--- src/rtl/mem_port_arbiter.sv ---
// Shares one synchronous data-memory port between the CPU and a DMA engine:
// combinational round-robin grant with DMA burst lock and CPU anti-starvation.
module mem_port_arbiter #(
  parameter int unsigned CPU_MAX_WAIT = 4
) (
  input  logic        clk,
  input  logic        rst,
  input  logic        cpu_req,
  input  logic [3:0]  cpu_we,
  input  logic [31:0] cpu_addr,
  input  logic [31:0] cpu_wdata,
  output logic        cpu_gnt,
  output logic        cpu_stall,
  output logic        cpu_rvalid,
  output logic [31:0] cpu_rdata,
  input  logic        dma_req,
  input  logic [3:0]  dma_we,
  input  logic [31:0] dma_addr,
  input  logic [31:0] dma_wdata,
  input  logic        dma_lock,
  output logic        dma_gnt,
  output logic        dma_rvalid,
  output logic [31:0] dma_rdata,
  output logic        mem_read_en,
  output logic [3:0]  mem_write_en,
  output logic [31:0] mem_addr,
  output logic [31:0] mem_write_data,
  input  logic [31:0] mem_read_data
);

  typedef struct packed {
    logic [3:0]  we;
    logic [31:0] addr;
    logic [31:0] wdata;
  } acc_t;

  localparam logic [3:0] MAX_WAIT = 4'(CPU_MAX_WAIT);

  logic       last_gnt;   // 0 = CPU, 1 = DMA
  logic [3:0] cpu_wait;
  logic       rd_pend;
  logic       rd_owner;   // 0 = CPU, 1 = DMA
  logic       dma_hold;
  logic       any_gnt;
  acc_t       cpu_acc, dma_acc, sel;

  assign cpu_acc = '{we: cpu_we, addr: cpu_addr, wdata: cpu_wdata};
  assign dma_acc = '{we: dma_we, addr: dma_addr, wdata: dma_wdata};

  // A locked DMA keeps a contested port only until the CPU has waited long enough.
  assign dma_hold  = dma_lock & last_gnt & (cpu_wait < MAX_WAIT);
  assign cpu_gnt   = rst & cpu_req & (~dma_req | (last_gnt & ~dma_hold));
  assign dma_gnt   = rst & dma_req & (~cpu_req | dma_hold | ~last_gnt);
  assign cpu_stall = cpu_req & ~cpu_gnt;
  assign any_gnt   = cpu_gnt | dma_gnt;

  always_comb begin
    sel = '0;
    if (cpu_gnt)      sel = cpu_acc;
    else if (dma_gnt) sel = dma_acc;
  end

  assign mem_read_en    = any_gnt & (sel.we == 4'h0);
  assign mem_write_en   = sel.we;
  assign mem_addr       = sel.addr;
  assign mem_write_data = sel.wdata;

  assign cpu_rvalid = rd_pend & ~rd_owner;
  assign dma_rvalid = rd_pend & rd_owner;
  assign cpu_rdata  = cpu_rvalid ? mem_read_data : 32'h0;
  assign dma_rdata  = dma_rvalid ? mem_read_data : 32'h0;

  always_ff @(posedge clk or negedge rst) begin
    if (!rst) begin
      last_gnt <= 1'b1;
      cpu_wait <= 4'h0;
      rd_pend  <= 1'b0;
      rd_owner <= 1'b0;
    end else begin
      if (any_gnt) last_gnt <= dma_gnt;
      if (cpu_stall) cpu_wait <= (cpu_wait >= MAX_WAIT) ? MAX_WAIT : cpu_wait + 4'd1;
      else           cpu_wait <= 4'h0;
      rd_pend  <= mem_read_en;
      rd_owner <= dma_gnt;
    end
  end

endmodule

--- config.mk ---
export PLATFORM = sky130hd
export DESIGN_NAME = mem_port_arbiter
export DESIGN_NICKNAME = d
export VERILOG_FILES = /design/src/rtl/mem_port_arbiter.sv
export SDC_FILE = /design/constraint.sdc
export NUM_CORES = 1
export LEC_CHECK = 0
export ABC_AREA = 0
export CAP_MARGIN = 20
export CORE_AREA = 2 2 120 122
export DETAILED_ROUTE_END_ITERATION = 6
export DIE_AREA = 0 0 122 124
export SETUP_SLACK_MARGIN = 0.1
export SLEW_MARGIN = 20
export SYNTH_ARGS = -nofsm -noshare
export SYNTH_HDL_FRONTEND = slang
export SYNTH_SLANG_ARGS = --single-unit
--- constraint.sdc ---
create_clock -name clk -period 2.1 [get_ports clk]
set_input_delay 0.525 -clock clk [delete_from_list [all_inputs] [get_ports clk]]
set_output_delay 0.525 -clock clk [all_outputs]
set_load 0.01 [all_outputs]
After elaboration in Yosys (flattened, before gate mapping)
Index checks and enable logic that the tools add are counted.
{"block": "totals", "regBits": 7, "latch_bits": 0, "mem_bits_rw": 0, "rom_bits": 0, "out_inout_bits": 138, "word_cells": 35, "n_memories": 0}
{"block": "op_classes", "add_sub_neg": 1, "n_mul": 0, "div": 0, "order_cmp": 2, "eq_ne": 0, "shift": 0, "n_mux": 6, "bitwise": 21, "reduce_logical": 1}
{"op": "$mux 68", "count": 2}
{"op": "$mux 32", "count": 2}
{"op": "$and 1x1->1", "count": 11}
{"op": "$mux 4", "count": 2}
{"op": "$not 1->1", "count": 6}
{"op": "$add 4x1->4 const B", "count": 1}
{"op": "$ge 4x3->1 const B", "count": 1}
{"op": "$logic_not 4->1", "count": 1}
{"op": "$lt 4x3->1 const B", "count": 1}
{"op": "$or 1x1->1", "count": 4}

Longest topological paths before layout
{"block": "logic_depth", "depth_word": 9, "mapped_depth": 7, "ltp_nobuf": 4}

Least setup slack after synthesis
OpenSTA, ideal clock, no wires.
{"block": "synth_path", "path_type": "input to output", "from": "input port dma_req", "to": "output port mem_addr[10]", "arrival_ns": 1.509, "required_time_ns": 1.575, "setup_slack_ns": 0.066, "stages": 7, "path_cell_list": "buf_2 nand2b_1 nand4_2 inv_2 buf_6 buf_6 a22o_1"}
{"block": "synth_between", "elab_chain_cells": 4}
{"element": "start, declared", "line": "16", "text": "input logic dma_req,"}
{"element": "$and 1x1->1 / $not 1->1 (equally long branches)", "line": "53, 52"}
{"element": "$and 1x1->1 / $or 1x1->1 (equally long branches)", "line": "53, 52"}
{"element": "$mux 68 / $and 1x1->1 (equally long branches)", "line": "60, 52"}
{"element": "$mux 68 *", "line": "59", "text": "if (cpu_gnt) sel = cpu_acc;"}
{"element": "end, declared", "line": "26", "text": "output logic [31:0] mem_addr,"}
Mark *: on every way between the ends. The rest lies on a longest branch, timed or not.

Worst setup path after layout
{"block": "layout_path", "from": "register last_gnt", "to": "output port mem_write_data[6]"}
{"block": "layout_between", "elab_chain_cells": 7}
{"element": "start, declared", "line": "39", "text": "logic last_gnt;"}
{"element": "start signal, assigned", "line": "80", "text": "if (any_gnt) last_gnt <= dma_gnt;"}
{"element": "$and 1x1->1 (2 in series)", "line": "51", "text": "assign dma_hold = dma_lock & last_gnt & (cpu_wait < MAX_WAIT);"}
{"element": "$or 1x1->1 / $not 1->1 (equally long branches)", "line": "53, 52"}
{"element": "$or 1x1->1 / $and 1x1->1 (equally long branches)", "line": "53, 52"}
{"element": "$and 1x1->1 / $or 1x1->1 (equally long branches)", "line": "53, 52"}
{"element": "$mux 68 / $and 1x1->1 (equally long branches)", "line": "60, 52"}
{"element": "$mux 68 *", "line": "59"}
{"element": "end, declared", "line": "27", "text": "output logic [31:0] mem_write_data,"}
Marked as above.

==> results by group <==
Yosys
  • Post-synth top area share: 35.5%
  • Cell taking the most area after synthesis: a22o_1
  • Mapped Area: 1600 um2
  • Cells after Synth: 195
  • Ys Warns: 0
  • #FFs+latches synth: 7
  • Ranking of synthesized cells by area: a22o_1 36%, and2_1 13%, and3_1 13%
  • Netlist cell types: 34
  • Post-synth net total: 369
  • Avg Synthesized Cell Area: 8.21 um2
  • Seq/Total Area, Yosys: 11.0%

Finish
  • Post-layout util: 38.4%
  • Area Growth Syn to Fin: 229%
  • Filler instances: 1397
  • NumNets Final: 713
  • Share of cells above drive strength 1: 32.3%

Floorplan
  • Num rows: 43
  • DIE AREA: 15100 um2
  • Die Width: 122 um
  • Starting Density: 11.7%
  • CORE AREA: 13700 um2
  • Die Span Y: 124 um
  • IO Count: 311

Timing
  • Minimum clock period after layout: 2.38 ns
  • Final setup viols: 71
  • Hold_ws: 0.432 ns
  • RSZ-0062 raised after global routing: true
  • Final hold vios: 0
  • Max Slew Vio Count: 0
  • Final Cycle Share: 113%
  • Maximum clock rate: 421 MHz
  • Final worst slack: -0.277 ns
  • Clk_skew: 0.00456 ns

Flow run
  • Max-cap violations: 0

Global routing
  • Antenna violations before repair: 1
  • Vias in the first global route: 3034
  • Gr ovfl total: 0
  • GRT Total Usage: 14.3%
  • First-pass GRT wire length: 16.7 mm
  • Largest net degree at the start of global routing: 34

Critical path
  • Crit path kind: reg2out
  • WP data arrival: 1.85 ns
  • Reg2reg start: cpu_wait[3]
  • Crit path from: last_gnt
  • Crit. End Element: output pin
  • CP Launch Type: flop
  • CP Max Fanout: 11
  • Critical Path RT: 1.57 ns

Clock network
  • Clk buf depth: 2
  • Root Driver: clkbuf_16
  • CTS tree: built
  • CTS Buf Count: 3
  • Clk pin slew, worst setup/hold paths: 0.04 ns
  • CTS Hold Buffers Added: 0
  • CTS H-tree depth: 1
  • CTS sink count: 7
  • Worst skew pair latency: 0.24 ns

Route
  • DRC violations left: 0
  • Antenna-violating nets left: 0
  • Routed WL per cell: 17.8 um
  • Via count: 3051
  • 1st-iter DRT viols: 86
  • Routed vias/inst: 4.24
  • Post-Route WL: 12.8 mm
  • First-pass DRT Iterations: 4

Pwr
  • Static leakage: 2.66 nW
  • Pwr dens: 296 nW/um2
  • Worst VDD drop: 0.174 mV

Place
  • # port buffers: 310
  • Post-DP HPWL: 9.15 mm
  • RD Place Congestion: 0.807

Worst hold path
  • Worst min-delay path class: reg2reg
  • Hold_sp: cpu_wait[0]

Run status
  • Status: finished with violations
  • Failing checks: setup timing
area by class of cell:
| class | count | area (um2) | share of cell area [%] |
|---|---|---|---|
| Multi-Input combinational cell | 162 | 1300 | 24.7 |
| Timing Repair Buffer | 364 | 3470 | 65.9 |
| Clock buffer | 3 | 75.1 | 1.43 |
| Antenna cell | 1 | 2.50 | 0.0475 |
| Sequential cell | 7 | 178 | 3.37 |
| Inverter | 1 | 8.76 | 0.166 |
| Clock inverter | 1 | 5.00 | 0.0950 |
| Tap cell | 180 | 225 | 4.28 |
cell families after synthesis:
family,count (synthesis),share of synthesized area (%)
adder cells (fa/ha/maj),1,0.781
AND/OR/NAND/NOR,82,34.1
AO/OA/AOI/OAI,78,43.0
other,1,0.234
flip-flops,7,11.0
buffers and inverters,26,10.9
worst paths after layout:
| path | endpoint | slack (ns) | cells after the start |
|---|---|---|---|
| setup / recovery | mem_write_data[6] | -0.28 | 7 |
| hold / removal | cpu_wait[0] | 0.43 | 1 |
| setup reg to reg | cpu_wait[1] | 0.47 | 7 |
| hold reg to reg | cpu_wait[0] | 0.43 | 1 |
| max in group asynchronous | last_gnt | 1.38 | 2 |
| min in group asynchronous | cpu_wait[3] | 0.52 | 2 |
through the flow:
stage	power (mW)	cells	worst slack (ns)	setup TNS, ns	area [um2]
floorplan	0.480	195	0.101	0	1630
detailed placement	1.15	682	-0.905	-66.32	5010
global placement	1.14	682	-0.874	-63.18	5010
CTS	1.51	705	-0.304	-14.77	5090
global route	1.64	719	-0.311	-16.55	5270
finish	1.56	719	-0.277	-13.56	5270
cells in the mapped netlist:
cell        n
o211a_4     1
buf_4       1
nor3b_4     1
a21o_1      1
dfstp_2     1
nand4bb_4   1
buf_6       4
nand2_1     1
buf_2       8
ha_1        1
o2111ai_1   1
nand2_2     1
nand4_1     3
buf_8       3
and3_1     32
a21boi_0    3
conb_1      1
clkbuf_1    9
o221ai_1    1
o211ai_1    3
o2111a_1    1
nor2b_1     1
o311a_1     1
nor3_1      1
o211a_1     1
nor2_1      3
nand2b_1    1
dfrtp_1     6
inv_2       1
and4_1      1
a22o_1     65
nor3b_1     1
and2_1     34
nand4_2     1
cells in the final DEF (no fill, tap or decap), types with 2 or more instances in the layout:
master           synthesis  routed
clkdlybuf4s50_1          0     166
buf_2                    8      67
a22o_1                  65      64
dlygate4sd2_1            0      33
and3_1                  32      32
and2_1                  34      30
buf_4                    1      22
buf_6                    4      21
clkbuf_2                 0      18
clkdlybuf4s15_1          0      11
buf_12                   0      11
clkbuf_16                0       8
buf_16                   0       6
dfrtp_1                  6       5
and2_4                   0       4
nor2_1                   3       3
o211ai_1                 3       3
nand4_1                  3       3
a21boi_1                 0       2
buf_8                    3       2
routing by layer:
| layer | GRT usage [%] | share of wire [%] | vias up |
|---|---|---|---|
| li1 | - | - | 1459 |
| met2 | 25.4 | 50 | 161 |
| met3 | 4.21 | 9.7 | 7 |
| met5 | 0 | 0 | - |
| met4 | 1.72 | 0.45 | 0 |
| met1 | 17.5 | 39 | 1424 |
power by group:
part / switching, mW / internal [mW]
clock: 0.0797 / 0.250
combinational: 0.395 / 0.675
sequential: 0.0107 / 0.149
worst max-delay path, stage by stage, from the launching register on:
cell,delay [ns]
dfstp_2,0.55
nand2_4,0.05
o211a_4,0.25
buf_12,0.13
buf_12,0.12
buf_16,0.14
a22o_1,0.23
buf_6,0.12
flip-flops by register name, indices dropped and copies added, names as in the netlist:
register,flops
last_gnt,1
cpu_wait,4
rd_pend,1
rd_owner,1
timing repair:
action / in CTS / in global routing
setup buffers: 12 / 8
pin swaps: 21 / 12
gates cloned: 8 / 5
setup endpoints to repair: 138 / 100
hold endpoints to repair: 0 / 0
resized for setup: 411 / 78
Note: power is estimated with default switching activity, not from simulation.
